===== src/rtl/fifo_in_rd_statemachine_if.sv =====
// FIFO_In read port and downstream word stream of the bin reader.
// master: the reader; slave: FIFO plus downstream consumer.
interface fifo_in_rd_statemachine_if;
   logic        fifo_empty;
   logic [31:0] fifo_dout;
   logic        fifo_rd_en;
   logic [31:0] m_data;
   logic        m_valid;
   logic        m_last;
   logic        m_ready;

   modport master (
      input  fifo_empty,
      input  fifo_dout,
      output fifo_rd_en,
      output m_data,
      output m_valid,
      output m_last,
      input  m_ready
   );

   modport slave (
      output fifo_empty,
      output fifo_dout,
      input  fifo_rd_en,
      input  m_data,
      input  m_valid,
      input  m_last,
      output m_ready
   );
endinterface


===== src/rtl/fifo_in_rd_statemachine.sv =====
// Reads one trigger's words from FIFO_In and streams them out bin by bin,
// marking the last word of each bin and pulsing frame_done at the end.
module fifo_in_rd_statemachine (
   input  logic        clk,
   input  logic        rst,
   input  logic        start,
   input  logic [15:0] nPointsPerBin,
   input  logic [7:0]  nRangeBin,
   fifo_in_rd_statemachine_if.master bus,
   output logic        busy,
   output logic        frame_done,
   output logic        param_err
);

   typedef enum logic [1:0] {
      IDLE  = 2'd0,
      RUN   = 2'd1,
      DRAIN = 2'd2
   } state_t;

   state_t      state_q, state_d;
   logic [14:0] wpb_q, wpb_d;
   logic [14:0] word_q, word_d;
   logic [7:0]  nbin_q, nbin_d;
   logic [7:0]  bin_q, bin_d;
   logic [31:0] m_data_q, m_data_d;
   logic        m_valid_q, m_valid_d;
   logic        m_last_q, m_last_d;
   logic        busy_q, busy_d;
   logic        frame_done_q, frame_done_d;
   logic        param_err_q, param_err_d;

   logic        params_ok;
   logic        load;
   logic        pop;
   logic        word_wrap;
   logic        bin_end;
   logic        unused_lsb;

   // Two samples per word, so the sample-count LSB never matters.
   assign unused_lsb = nPointsPerBin[0];

   assign params_ok = (nPointsPerBin[15:1] != 15'd0) && (nRangeBin != 8'd0);
   assign load      = !m_valid_q || bus.m_ready;
   assign pop       = (state_q == RUN) && !bus.fifo_empty && load;
   assign word_wrap = (word_q == wpb_q - 15'd1);
   assign bin_end   = (bin_q == nbin_q - 8'd1);

   always_comb begin
      state_d      = state_q;
      wpb_d        = wpb_q;
      nbin_d       = nbin_q;
      word_d       = word_q;
      bin_d        = bin_q;
      m_data_d     = m_data_q;
      m_valid_d    = m_valid_q;
      m_last_d     = m_last_q;
      busy_d       = busy_q;
      frame_done_d = 1'b0;
      param_err_d  = 1'b0;

      if (pop) begin
         m_data_d  = bus.fifo_dout;
         m_valid_d = 1'b1;
         m_last_d  = word_wrap;
      end else if (load) begin
         m_valid_d = 1'b0;
         m_last_d  = 1'b0;
      end

      case (state_q)
         IDLE: begin
            if (start) begin
               if (params_ok) begin
                  wpb_d   = nPointsPerBin[15:1];
                  nbin_d  = nRangeBin;
                  word_d  = 15'd0;
                  bin_d   = 8'd0;
                  busy_d  = 1'b1;
                  state_d = RUN;
               end else begin
                  param_err_d = 1'b1;
               end
            end
         end
         RUN: begin
            if (pop) begin
               if (word_wrap) begin
                  word_d = 15'd0;
                  bin_d  = bin_q + 8'd1;
                  if (bin_end) state_d = DRAIN;
               end else begin
                  word_d = word_q + 15'd1;
               end
            end
         end
         DRAIN: begin
            // Final word is still in the output register until accepted.
            if (m_valid_q && bus.m_ready) begin
               state_d      = IDLE;
               busy_d       = 1'b0;
               frame_done_d = 1'b1;
            end
         end
         default: begin
            state_d = IDLE;
            busy_d  = 1'b0;
         end
      endcase
   end

   always_ff @(posedge clk or negedge rst) begin
      if (!rst) begin
         state_q      <= IDLE;
         wpb_q        <= 15'd0;
         nbin_q       <= 8'd0;
         word_q       <= 15'd0;
         bin_q        <= 8'd0;
         m_data_q     <= 32'd0;
         m_valid_q    <= 1'b0;
         m_last_q     <= 1'b0;
         busy_q       <= 1'b0;
         frame_done_q <= 1'b0;
         param_err_q  <= 1'b0;
      end else begin
         state_q      <= state_d;
         wpb_q        <= wpb_d;
         nbin_q       <= nbin_d;
         word_q       <= word_d;
         bin_q        <= bin_d;
         m_data_q     <= m_data_d;
         m_valid_q    <= m_valid_d;
         m_last_q     <= m_last_d;
         busy_q       <= busy_d;
         frame_done_q <= frame_done_d;
         param_err_q  <= param_err_d;
      end
   end

   assign bus.fifo_rd_en = pop;
   assign bus.m_data     = m_data_q;
   assign bus.m_valid    = m_valid_q;
   assign bus.m_last     = m_last_q;
   assign busy           = busy_q;
   assign frame_done     = frame_done_q;
   assign param_err      = param_err_q;

endmodule

===== src/flat_wrapper.sv =====
// flat-port wrapper written by rule: the top's interface ports become plain ports
module fifo_in_rd_statemachine_flat 
  (clk, rst, start, nPointsPerBin, nRangeBin, busy, frame_done, param_err, bus_fifo_empty, bus_fifo_dout, bus_fifo_rd_en, bus_m_data, bus_m_valid, bus_m_last, bus_m_ready);
  fifo_in_rd_statemachine_if bus_i ();
  input  logic clk;
  input  logic rst;
  input  logic start;
  input  logic [15:0] nPointsPerBin;
  input  logic [7:0] nRangeBin;
  output logic busy;
  output logic frame_done;
  output logic param_err;
  input wire logic [$bits(bus_i.fifo_empty)-1:0] bus_fifo_empty;
  input wire logic [$bits(bus_i.fifo_dout)-1:0] bus_fifo_dout;
  output wire logic [$bits(bus_i.fifo_rd_en)-1:0] bus_fifo_rd_en;
  output wire logic [$bits(bus_i.m_data)-1:0] bus_m_data;
  output wire logic [$bits(bus_i.m_valid)-1:0] bus_m_valid;
  output wire logic [$bits(bus_i.m_last)-1:0] bus_m_last;
  input wire logic [$bits(bus_i.m_ready)-1:0] bus_m_ready;
  assign bus_i.fifo_empty = bus_fifo_empty;
  assign bus_i.fifo_dout = bus_fifo_dout;
  assign bus_fifo_rd_en = bus_i.fifo_rd_en;
  assign bus_m_data = bus_i.m_data;
  assign bus_m_valid = bus_i.m_valid;
  assign bus_m_last = bus_i.m_last;
  assign bus_i.m_ready = bus_m_ready;
  fifo_in_rd_statemachine u_core (.clk(clk), .rst(rst), .start(start), .nPointsPerBin(nPointsPerBin), .nRangeBin(nRangeBin), .bus(bus_i), .busy(busy), .frame_done(frame_done), .param_err(param_err));
endmodule

===== config.mk =====
export PLATFORM = sky130hd
export DESIGN_NAME = fifo_in_rd_statemachine_flat
export DESIGN_NICKNAME = d
export VERILOG_FILES = /design/src/rtl/fifo_in_rd_statemachine_if.sv /design/src/rtl/fifo_in_rd_statemachine.sv /design/src/flat_wrapper.sv
export SDC_FILE = /design/constraint.sdc
export NUM_CORES = 1
export LEC_CHECK = 0
export CAP_MARGIN = 10
export CORE_UTILIZATION = 55
export DETAILED_ROUTE_END_ITERATION = 8
export GPL_TIMING_DRIVEN = 0
export PLACE_DENSITY = 0.9
export SLEW_MARGIN = 0
export SYNTH_ARGS = -nofsm -noshare
export SYNTH_HDL_FRONTEND = slang
export SYNTH_SLANG_ARGS = --single-unit

===== constraint.sdc =====
create_clock -name clk -period 4.73 [get_ports clk]
set_input_delay 0.473 -clock clk [delete_from_list [all_inputs] [get_ports clk]]
set_output_delay 0.473 -clock clk [all_outputs]
set_load 0.01 [all_outputs]

==> results.ini, run 1 <==
[cts]
post_cts.repair.setup_buffers=0
cts_tree=done
htreeDepth=3
cts.reportedPaths.clkPinSlew_ns=0.09
cts_root_buf=clkbuf_8
cts_buffer_depth=2
cts_sinks=85
cts_hold_buf=0
cts_resized=0
clock_latency_ns=0.37
cts-buffers-inserted=9

[power_and_ir_drop]
sw_frac_of_total_pct=31.6
switchingPower_uw=556
combPwrFrac_pct=22.9
clkPwrFrac_pct=27.9
p_leak_nw=2.60
total_power_mw=1.76
power_density_nw_per_um2=309
irDropWorstVdd_uv=219
seqPwrFrac_pct=49.2
internal-power_mw=1.20

[setup_path]
path_cells=clkdlybuf4s50_1 -> nor2b_1 -> or3_1 -> inv_1 -> clkbuf_1 -> buf_1 -> clkdlybuf4s50_1
critPathMostFrequentCell=clkdlybuf4s50_1
cp_data_required_time_ns=4.26
worst_setup_path_start_kind=input pin
cpPeakStageDelay_ns=0.62
crit_buf_inv=5
crit_path_top_delay_cell=clkdlybuf4s50_1
crit_family=buffers and inverters
critPathMaxFanout=10
worstSetupPathType=input pin to primary output
end_kind=primary output
crit_arrival_ns=2.96

[sta]
setup_violations=0
rsz0062_at_grt=false
fmax_ghz=0.291
tns_ns=0
worst_pin_slew_ns=0.790
min_period_over_period_pct=72.6
slew_headroom_pct=47.0
period_needed_ns=3.43
drv_slew=0
worst_slack_ns=1.30
finalClockSkew_ns=0.0121
hold_violations=0

[global_route]
grt_pass1_wl_um=19000
gr-usage-met1_pct=35.5
overflow=0
busiest_layer=met2
grt_pass1_vias=4186
use_met2_pct=46.3
antenna_found_initial=0
grt_usage_pct=28.8
grtUsageMet3_pct=9.38
grt_max_degree=51

[final_layout]
n_antenna_cell=0
drive_gt1_share_pct=4.81
final_common_cell=nand2_1
stdcell_area_um2=5680
n_fill_cell=544
layout_common_cells=nand2_1 (179), clkdlybuf4s50_1 (96), dfrtp_1 (85)
area_growth_pct=29.8
fin_util_pct=73.5
nets=684

[synthesis]
ys_seq_area_share_pct=48.6
synthArstFlopShare_pct=100
synthTopCellsByArea=dfrtp_1 (49%), nand2_1 (15%), xnor2_1 (4.4%)
synth_area_leader_cell=dfrtp_1
synth_edf_count=0
synth_seq_cells=85
netlist_area_um2=4380
yosysWarnings=0
synth.distinct_cells=53
synthesis.nets=575
synth.top_cell.area_share_pct=48.6
ys.flop_type=dfrtp_1
syn_area_per_cell_um2=8.58
synth_cells=510

[floorplan]
die_y_um=91.2
rows=32
die_x_um=91.2
start_util_pct=56.7
fp.coreArea_um2=7730
dieArea_um2=8320
ios=99

[placed_design]
hpwl_um=8310
portBuffers=97
place_ws_ns=1.32
gp_congestion=0.909
place_area_um2=5500

[drt]
final_antenna_net_count=0
vias_per_cell=5.65
routedWlPerCell_um=15.4
vias=4101
firstDrtPassIters=7
drc_errors=0
drt_iter0_drc=284
wl_um=11200

[job]
cap_violations=0

[outcome]
status=complete, no violations

[hold_path]
hold_class=input pin to async pin

==> power groups by stage <==
| stage | sequential, mW | clock (mW) | combinational (mW) |
|---|---|---|---|
| after floorplan | 0.878 | 0 | 0.190 |
| after global placement | 0.870 | 0 | 0.378 |
| after detailed placement | 0.873 | 0 | 0.401 |
| after CTS | 0.862 | 0.490 | 0.402 |
| after global routing | 0.872 | 0.517 | 0.443 |
| final | 0.864 | 0.490 | 0.403 |
==> worst paths after layout <==
check	startpoint	to	slack, ns	cells past startpoint
worst min-delay path	rst	u_core.wpb_q[2]	0.06	1
min in group clk	u_core.bus.m_data[29]	u_core.bus.m_data[29]	0.48	2
worst min register to register	u_core.bus.m_data[29]	u_core.bus.m_data[29]	0.48	2
worst max-delay path	bus_m_ready	bus_fifo_rd_en	1.30	7
max in group asynchronous	rst	u_core.bus.m_data[5]	4.07	2
worst max register to register	u_core.wpb_q[0]	u_core.word_q[5]	1.37	10
==> Yosys cell counts, drive strengths merged, types with 2 or more instances <==
cell type,number
nor2b,5
nand2,179
or4,9
or3,3
and3,6
and2,3
nor2,31
inv,13
o2111ai,2
or2,2
clkbuf,20
a21o,2
nor4,18
nand2b,3
a31oi,3
xnor2,22
dfrtp,85
xor2,15
a21oi,6
nor3,6
buf,3
o41ai,2
a211oi,2
mux2i,2
nand3,15
o21ai,15
nand4,5
a21boi,2
o31ai,4
ha,4
o211ai,4
a32o,2
nand3b,3
==> metal layers <==
| layer | up-vias | routed length (um) |
|---|---|---|
| met5 | - | 0 |
| met4 | 0 | 321 |
| met3 | 35 | 1040 |
| met2 | 186 | 5210 |
| met1 | 1945 | 4640 |
| li1 | 1935 | - |
==> cells by family after synthesis <==
family                   Yosys count  synth area share, %
adder cells (fa/ha/maj)            4                 1.14
flip-flops                        85                 48.6
multiplexers                       3                0.714
AND/OR/NAND/NOR                  292                 30.5
XOR/XNOR                          37                 7.40
buffers and inverters             36                 3.26
AO/OA/AOI/OAI                     53                 8.43
==> cell type report <==
class                           instances  area (um^2)  share of cell area [%]
Inverter                               13         48.8                   0.859
Buffer                                 23         93.8                    1.65
Timing Repair Buffer                   98          996                    17.5
Multi-Input combinational cell        389         2110                    37.1
Tap cell                              102          128                    2.25
Clock inverter                          7         56.3                   0.991
Clock buffer                            9          124                    2.18
Sequential cell                        85         2130                    37.4
==> state kept, by name (all words and copies together) (netlist names) <==
register,count
u_core.bus.m_data,32
u_core.word_q,15
u_core.wpb_q,15
u_core.bin_q,8
u_core.nbin_q,8
u_core.state_q,2
u_core.bus.m_last,1
u_core.bus.m_valid,1
u_core.busy,1
u_core.frame_done,1
u_core.param_err,1
==> through the flow <==
step / std cells / hold WS [ns]
after CTS: 726 / 0.0770
after detailed placement: 710 / 0.462
after global routing: 726 / 0.0989
after floorplan: 510 / 0.177
final: 726 / 0.0566
after global placement: 709 / 0.458
(Power assumes the default switching activity.)
==> run 2: changes to the inputs <==
--- a/config.mk
+++ b/config.mk
@@ -6,10 +6,10 @@
 export NUM_CORES = 1
 export LEC_CHECK = 0
 export CAP_MARGIN = 10
-export CORE_UTILIZATION = 55
+export CORE_UTILIZATION = 46
 export DETAILED_ROUTE_END_ITERATION = 8
 export GPL_TIMING_DRIVEN = 0
-export PLACE_DENSITY = 0.9
+export PLACE_DENSITY = 0.81
 export SLEW_MARGIN = 0
 export SYNTH_ARGS = -nofsm -noshare
 export SYNTH_HDL_FRONTEND = slang
==> constraint.sdc (replaced) <==
create_clock -name clk -period 3 [get_ports clk]
set_input_delay 0.3 -clock clk [delete_from_list [all_inputs] [get_ports clk]]
set_output_delay 0.3 -clock clk [all_outputs]
set_load 0.01 [all_outputs]
==> run 2 against run 1 <==
Net effect: via count fell by 1.0%; first-iteration DRC count fell by 36%; register-to-register slack got worse by 1.3 ns; critical path type is now flip-flop to flip-flop; largest cell class is now multi-input gates.
==> results.ini, run 2 (synthesized netlist as in run 1, its figures left out) <==
[power_and_ir_drop]
total_power_mw=2.84  ; was 1.76 mW
switchingPower_uw=834  ; was 556 uW
clkPwrFrac_pct=29.0  ; was 27.9%
seqPwrFrac_pct=48.1  ; was 49.2%
irDropWorstVdd_uv=315  ; was 219 uV
power_density_nw_per_um2=481  ; was 309 nW/um^2
combPwrFrac_pct=22.9  ; about the same
internal-power_mw=2.01  ; was 1.20 mW
p_leak_nw=2.68  ; was 2.60 nW
sw_frac_of_total_pct=29.3  ; was 31.6%

[final_layout]
final_cells=762  ; was 726
nets=693  ; was 684
fin_util_pct=63.9  ; was 73.5%
layout_common_cells=nand2_1 (178), clkdlybuf4s50_1 (96), dfrtp_1 (82)  ; was nand2_1 (179), clkdlybuf4s50_1 (96), dfrtp_1 (85)
n_antenna_cell=0  ; unchanged
largest_register_ffs=32  ; unchanged
final_common_cell=nand2_1  ; unchanged
area_growth_pct=34.9  ; was 29.8%
drive_gt1_share_pct=8.85  ; was 4.81%

[cts]
cts_root_buf=clkbuf_8  ; unchanged
cts_tree=done  ; unchanged
htreeDepth=3  ; unchanged
cts.reportedPaths.clkPinSlew_ns=0.09  ; about the same
cts_sinks=85  ; unchanged
cts_buffer_depth=2  ; unchanged
cts-buffers-inserted=9  ; unchanged
clock_latency_ns=0.35  ; was 0.37 ns

[placed_design]
gp_congestion=0.887  ; was 0.909
hpwl_um=8240  ; was 8310 um
dp.cells=737  ; was 710
portBuffers=97  ; unchanged

[drt]
vias_per_cell=5.33  ; was 5.65
vias=4059  ; was 4101
wl_um=11400  ; was 11200 um
drt_iter0_drc=183  ; was 284
firstDrtPassIters=5  ; was 7
final_antenna_net_count=0  ; unchanged
routedWlPerCell_um=15.0  ; was 15.4 um
drc_errors=0  ; unchanged

[setup_path]
path_cells=or4_4 -> o41ai_4 -> o311ai_1 -> o211a_1 -> or4_4 -> or4_4 -> nand2_2  ; was clkdlybuf4s50_1 -> nor2b_1 -> or3_1 -> inv_1 -> clkbuf_1 -> buf_1 -> clkdlybuf4s50_1
cp_data_required_time_ns=3.29  ; was 4.26 ns
worst_setup_path_start_kind=flip-flop  ; was input pin
critPathMaxFanout=5  ; was 10
end_kind=flip-flop  ; was primary output
crit_path_top_delay_cell=or4_4  ; was clkdlybuf4s50_1
r2r_end=u_core.bin_q[3]  ; was u_core.word_q[5]
cpPeakStageDelay_ns=0.62  ; about the same
ff2ff_path_depth=7  ; was 10
r2r-start=u_core.wpb_q[5]  ; was u_core.wpb_q[0]
cp-startpoint=u_core.wpb_q[5]  ; was bus_m_ready
crit_arrival_ns=3.26  ; was 2.96 ns
critPathMostFrequentCell=or4_4  ; was clkdlybuf4s50_1
ff2ff_setup_slack_ns=0.03  ; was 1.37 ns
worstSetupPathType=flip-flop to flip-flop  ; was input pin to primary output

[hold_path]
hold_class=input pin to async pin  ; unchanged

[floorplan]
ios=99  ; unchanged
die_x_um=99.6  ; was 91.2 um
start_util_pct=47.4  ; was 56.7%
fp.coreArea_um2=9240  ; was 7730 um^2
die_y_um=99.6  ; was 91.2 um
dieArea_um2=9910  ; was 8320 um^2
rows=35  ; was 32

[sta]
rsz0062_at_grt=true  ; was false
worst_pin_slew_ns=0.846  ; was 0.790 ns
finalClockSkew_ns=0.0120  ; was 0.0121 ns
period_needed_ns=2.97
slew_headroom_pct=43.3  ; was 47.0%
min_period_over_period_pct=99.0
drv_slew=0  ; unchanged
hold_violations=0  ; unchanged
setup_violations=0  ; unchanged
tns_ns=0  ; unchanged
fmax_ghz=0.337

[global_route]
antenna_found_initial=0  ; unchanged
busiest_layer=met2  ; unchanged
grt_max_degree=57  ; was 51
gr-usage-met1_pct=30.8  ; was 35.5%
grt_pass1_vias=4163  ; was 4186
grt_usage_pct=24.1  ; was 28.8%
overflow=0  ; unchanged
grt_pass1_wl_um=19100  ; was 19000 um
use_met2_pct=38.8  ; was 46.3%
grtUsageMet3_pct=8.15  ; was 9.38%

[outcome]
status=complete, no violations  ; unchanged

[job]
cap_violations=0  ; unchanged

run 2: worst max path at each step:
stage | slack, ns | end
final | 0.03 | u_core.bin_q[3]
after global routing | -0.04 | u_core.bin_q[6]
after CTS | 0.02 | u_core.bin_q[6]
after detailed placement | -0.35 | u_core.word_q[6]
after global placement | -1.38 | u_core.word_q[10]
after floorplan | 0.05 | u_core.bin_q[6]
run 2: power by group through the flow:
stage / clock network (mW) / registers [mW] / logic [mW]
floorplan: 0 / 1.38 / 0.299
global placement: 0 / 1.37 / 0.600
detailed placement: 0 / 1.38 / 0.627
CTS: 0.845 / 1.36 / 0.645
global route: 0.890 / 1.38 / 0.719
finish: 0.824 / 1.37 / 0.652
run 2: final cells by class:
class	count	area (um^2)
clock buffers	11	141
well taps	129	161
plain buffers	22	104
repair buffers	108	1070
fillers	765	3340
inverters	13	48.8
clock inverters	5	60.1
flip-flops and latches	85	2130
multi-input cells	389	2180
run 2: through the flow:
stage,hold WS (ns),cell area (um^2),setup WS [ns]
after global placement,0.458,5510,-1.38
after detailed placement,0.263,5540,-0.354
after global routing,0.428,5900,-0.0382
after CTS,0.415,5830,0.0152
after floorplan,0.00441,4380,0.0547
final,0.411,5900,0.0299
run 2: routing by layer:
| metal | part of all wire, % | wire, um | up-vias |
|---|---|---|---|
| met2 | 47 | 5330 | 163 |
| met4 | 1.7 | 189 | 0 |
| li1 | - | - | 1944 |
| met3 | 8.8 | 1000 | 20 |
| met1 | 43 | 4900 | 1932 |
| met5 | 0 | 0 | - |
run 2: worst max-delay path: cells and delay by family, from the launching register on:
kind / cells / cell delay [ns]
compound gates: 3 / 0.69
flops: 1 / 0.46
simple gates: 4 / 1.76
run 2: what timing repair did:
item	CTS	global route
hold buffers	1	0
pin swaps	2	12
setup buffers	4	5
gates resized for setup	14	15
endpoints found under the hold margin	29	0
setup endpoints to repair	23	20
==> patch (flow settings as in run 2) <==
Re-encode `state_t` (3 states) as one-hot, 3 bits wide.
--- a/src/rtl/fifo_in_rd_statemachine.sv
+++ b/src/rtl/fifo_in_rd_statemachine.sv
@@ -12,10 +12,10 @@
    output logic        param_err
 );
 
-   typedef enum logic [1:0] {
-      IDLE  = 2'd0,
-      RUN   = 2'd1,
-      DRAIN = 2'd2
+   typedef enum logic [2:0] {
+      IDLE  = 3'b001,
+      RUN   = 3'b010,
+      DRAIN = 3'b100
    } state_t;
 
    state_t      state_q, state_d;
Formal check against the unedited RTL: no difference found for any inputs over 10 cycles, from zero or initial values and one cycle with rst low; not proved beyond that.
==> patch against run 2 <==
The flow now finishes with violations (setup timing). Critical path type unchanged. Setup slack worse by 0.20 ns. Via count about the same. Sequential cell count grew 1. Synthesized cell count decreased by 6.3%. Synthesized area is 1.9% higher. Routed wire length is 4.2% higher. Highest routed layer unchanged. Hold slack better by 0.044 ns. Final area increased by 4.8%. Clock skew grew 0.0040 ns. Critical endpoint is now u_core.bin_q[2]. Non-clock buffer count up 8. Sequential share of layout area down 1.3 points.
Power is not compared: it rests on default switching activity, and its combinational part moved more than twofold at a synthesized area within 25%.
==> patch: results (changes against run 2) <==
Initial DRC Count - 238 (+30%)
Yosys warning count - 0 (unchanged)
post-synthesis async set-or-reset flop share - 1.00 (unchanged)
Commonest cells post-synth - nand2_1 (124), dfrtp_1 (85), nor2_1 (32)
Area contributors post-synth - dfrtp_1 (48%), nand2_1 (10%), mux2_2 (6.1%)
IO Port Bufs - 97 (unchanged)
max reg flops - 32 (unchanged)
Crit Reg-Reg Startpoint - u_core.wpb_q[1]
r2r worst-path depth - 9 (+2)
Root Driver - clkbuf_8
Avg Inst Size Synth - 9.33 µm² (+8.7%)
routability cong. - 0.857 (-3.4%)
worst slack at placement - -0.421 ns (-0.0667 ns)
# diodes - 0 (unchanged)
vias - 4063 (+0.099%)
largest net degree at the start of global routing - 49 (-14%)
sequential share of the synthesized area - 0.483 (-0.00324)
post-synthesis cell type count - 55 (+3.8%)
Setup TNS Final - -2.48 ns (-2.48 ns)
syn nets - 543 (-5.6%)
vias in the first global route - 3997 (-4.0%)
run status - finished, violations left
clk_skew - 0.0159 ns (+0.00396 ns)
later-pin clock latency in the skew report - 0.36 ns
VDD IR max - 0.500 mV
CTS Buf Count - 9 (unchanged)
cell leakage power - 2.60 nW
H-tree depth - 3 (unchanged)
failing checks - setup timing
Hold Crit Class - input pin to async pin
Routed WL - 11900 µm (+4.2%)
Worst-path clk slew - 0.09 ns (about the same)
DR WL/cell - 16.2 µm (+8.2%)
Slew @ Worst Pin - 0.735 ns (-0.110 ns)
Arr. time, crit path - 3.40 ns (+0.14 ns)
DRC errors left - 0 (unchanged)
global-route wire length before repair - 18800 µm (-1.7%)
dpl cells - 705 (-4.3%)
critical path peak fanout - 5 (unchanged)
Cell Area, Placed - 5630 µm² (+1.6%)
Fin Hold WS - 0.455 ns (+0.0440 ns)
Crit Path Class - flop to flop
Internal - 0.00329 W
most common flop cell mapped by yosys - dfrtp_1
GRT Resource Usage Total - 0.238 (-0.00255)
final net count - 665 (-4.0%)
Finish-stage setup viols - 24 (+24)
hpwl dp - 7990 µm (-3.1%)
initial antenna violation count - 0 (unchanged)
R2R Path End - u_core.bin_q[2]
worst setup margin - -0.173 ns (-0.203 ns)
share of layout cells above drive strength 1 - 0.170 (+0.0818)
TritonRoute pass-1 iters - 5 (unchanged)
Longest Clk Path Bufs - 2 (unchanged)
[patch: cell count changes after synthesis, sizes merged, moves of 5 or more]
cell / run 2 / this run
and3: 6 / 1
buf: 3 / 9
mux2: 1 / 24
nand2: 179 / 124
nand4: 5 / 13
nor4: 18 / 12
o21ai: 15 / 9
or4: 9 / 3
[patch: how the worst max path moves through the flow]
| stage | end | slack [ns] | depth (start not counted) |
|---|---|---|---|
| floorplan | u_core.bin_q[6] | 0.01 | 9 |
| global placement | u_core.bus.m_data[13] | -1.40 | 1 |
| detailed placement | u_core.word_q[10] | -0.42 | 10 |
| CTS | u_core.bin_q[5] | -0.03 | 9 |
| global route | u_core.bin_q[5] | -0.21 | 9 |
| finish | u_core.bin_q[2] | -0.17 | 9 |
[patch: area by class of cell]
| cell class | instances | area (µm²) |
|---|---|---|
| Fill cell | 722 | 3140 |
| Multi-Input combinational cell | 352 | 2330 |
| Sequential cell | 86 | 2150 |
| Timing Repair Buffer | 112 | 1130 |
| Tap cell | 129 | 161 |
| Clock buffer | 12 | 155 |
| Buffer | 26 | 129 |
| Clock inverter | 4 | 77.6 |
| Inverter | 13 | 48.8 |
[patch: layer usage]
layer  part of all wire  up-vias  global-route usage
met5                  0        -                   0
met4              0.023        0               0.114
met3              0.074       29              0.0645
met2               0.49      184               0.385
met1               0.41     1972               0.298
li1                   -     1878                   -
[patch: cells by family after synthesis]
| logic type | after synthesis | share of synthesized area |
|---|---|---|
| adder cells (fa/ha/maj) | 4 | 0.0112 |
| buffers and inverters | 41 | 0.0393 |
| flip-flops | 86 | 0.483 |
| AO/OA/AOI/OAI | 50 | 0.0830 |
| AND/OR/NAND/NOR | 230 | 0.238 |
| multiplexers | 26 | 0.0651 |
| XOR/XNOR | 41 | 0.0805 |
[patch: worst max-delay path, stage by stage (launching register included)]
cell and delay [ns]:
dfrtp_1 0.40, inv_2 0.08, ha_4 0.14, or3b_4 0.38, or4_4 0.51, a2111oi_4 0.30
nand4_1 0.22, a2111o_1 0.54, o311ai_2 0.36, o41ai_2 0.12
[patch: timing repair]
action | CTS | global route
setup buffers | 8 | 3
cloned | 3 | 0
endpoints found under the setup margin | 27 | 27
hold buffers | 1 | 0
resized for setup | 26 | 34
endpoints found under the hold margin | 38 | 0
pin swaps | 10 | 15
[patch: power groups by stage]
stage,Sequential [W],Clock [W],Combinational [W]
floorplan,0.00191,0,0.00126
global placement,0.00185,0,0.00206
detailed placement,0.00188,0,0.00215
CTS,0.00185,0.000972,0.00232
global route,0.00191,0.00101,0.00263
finish,0.00186,0.000948,0.00244
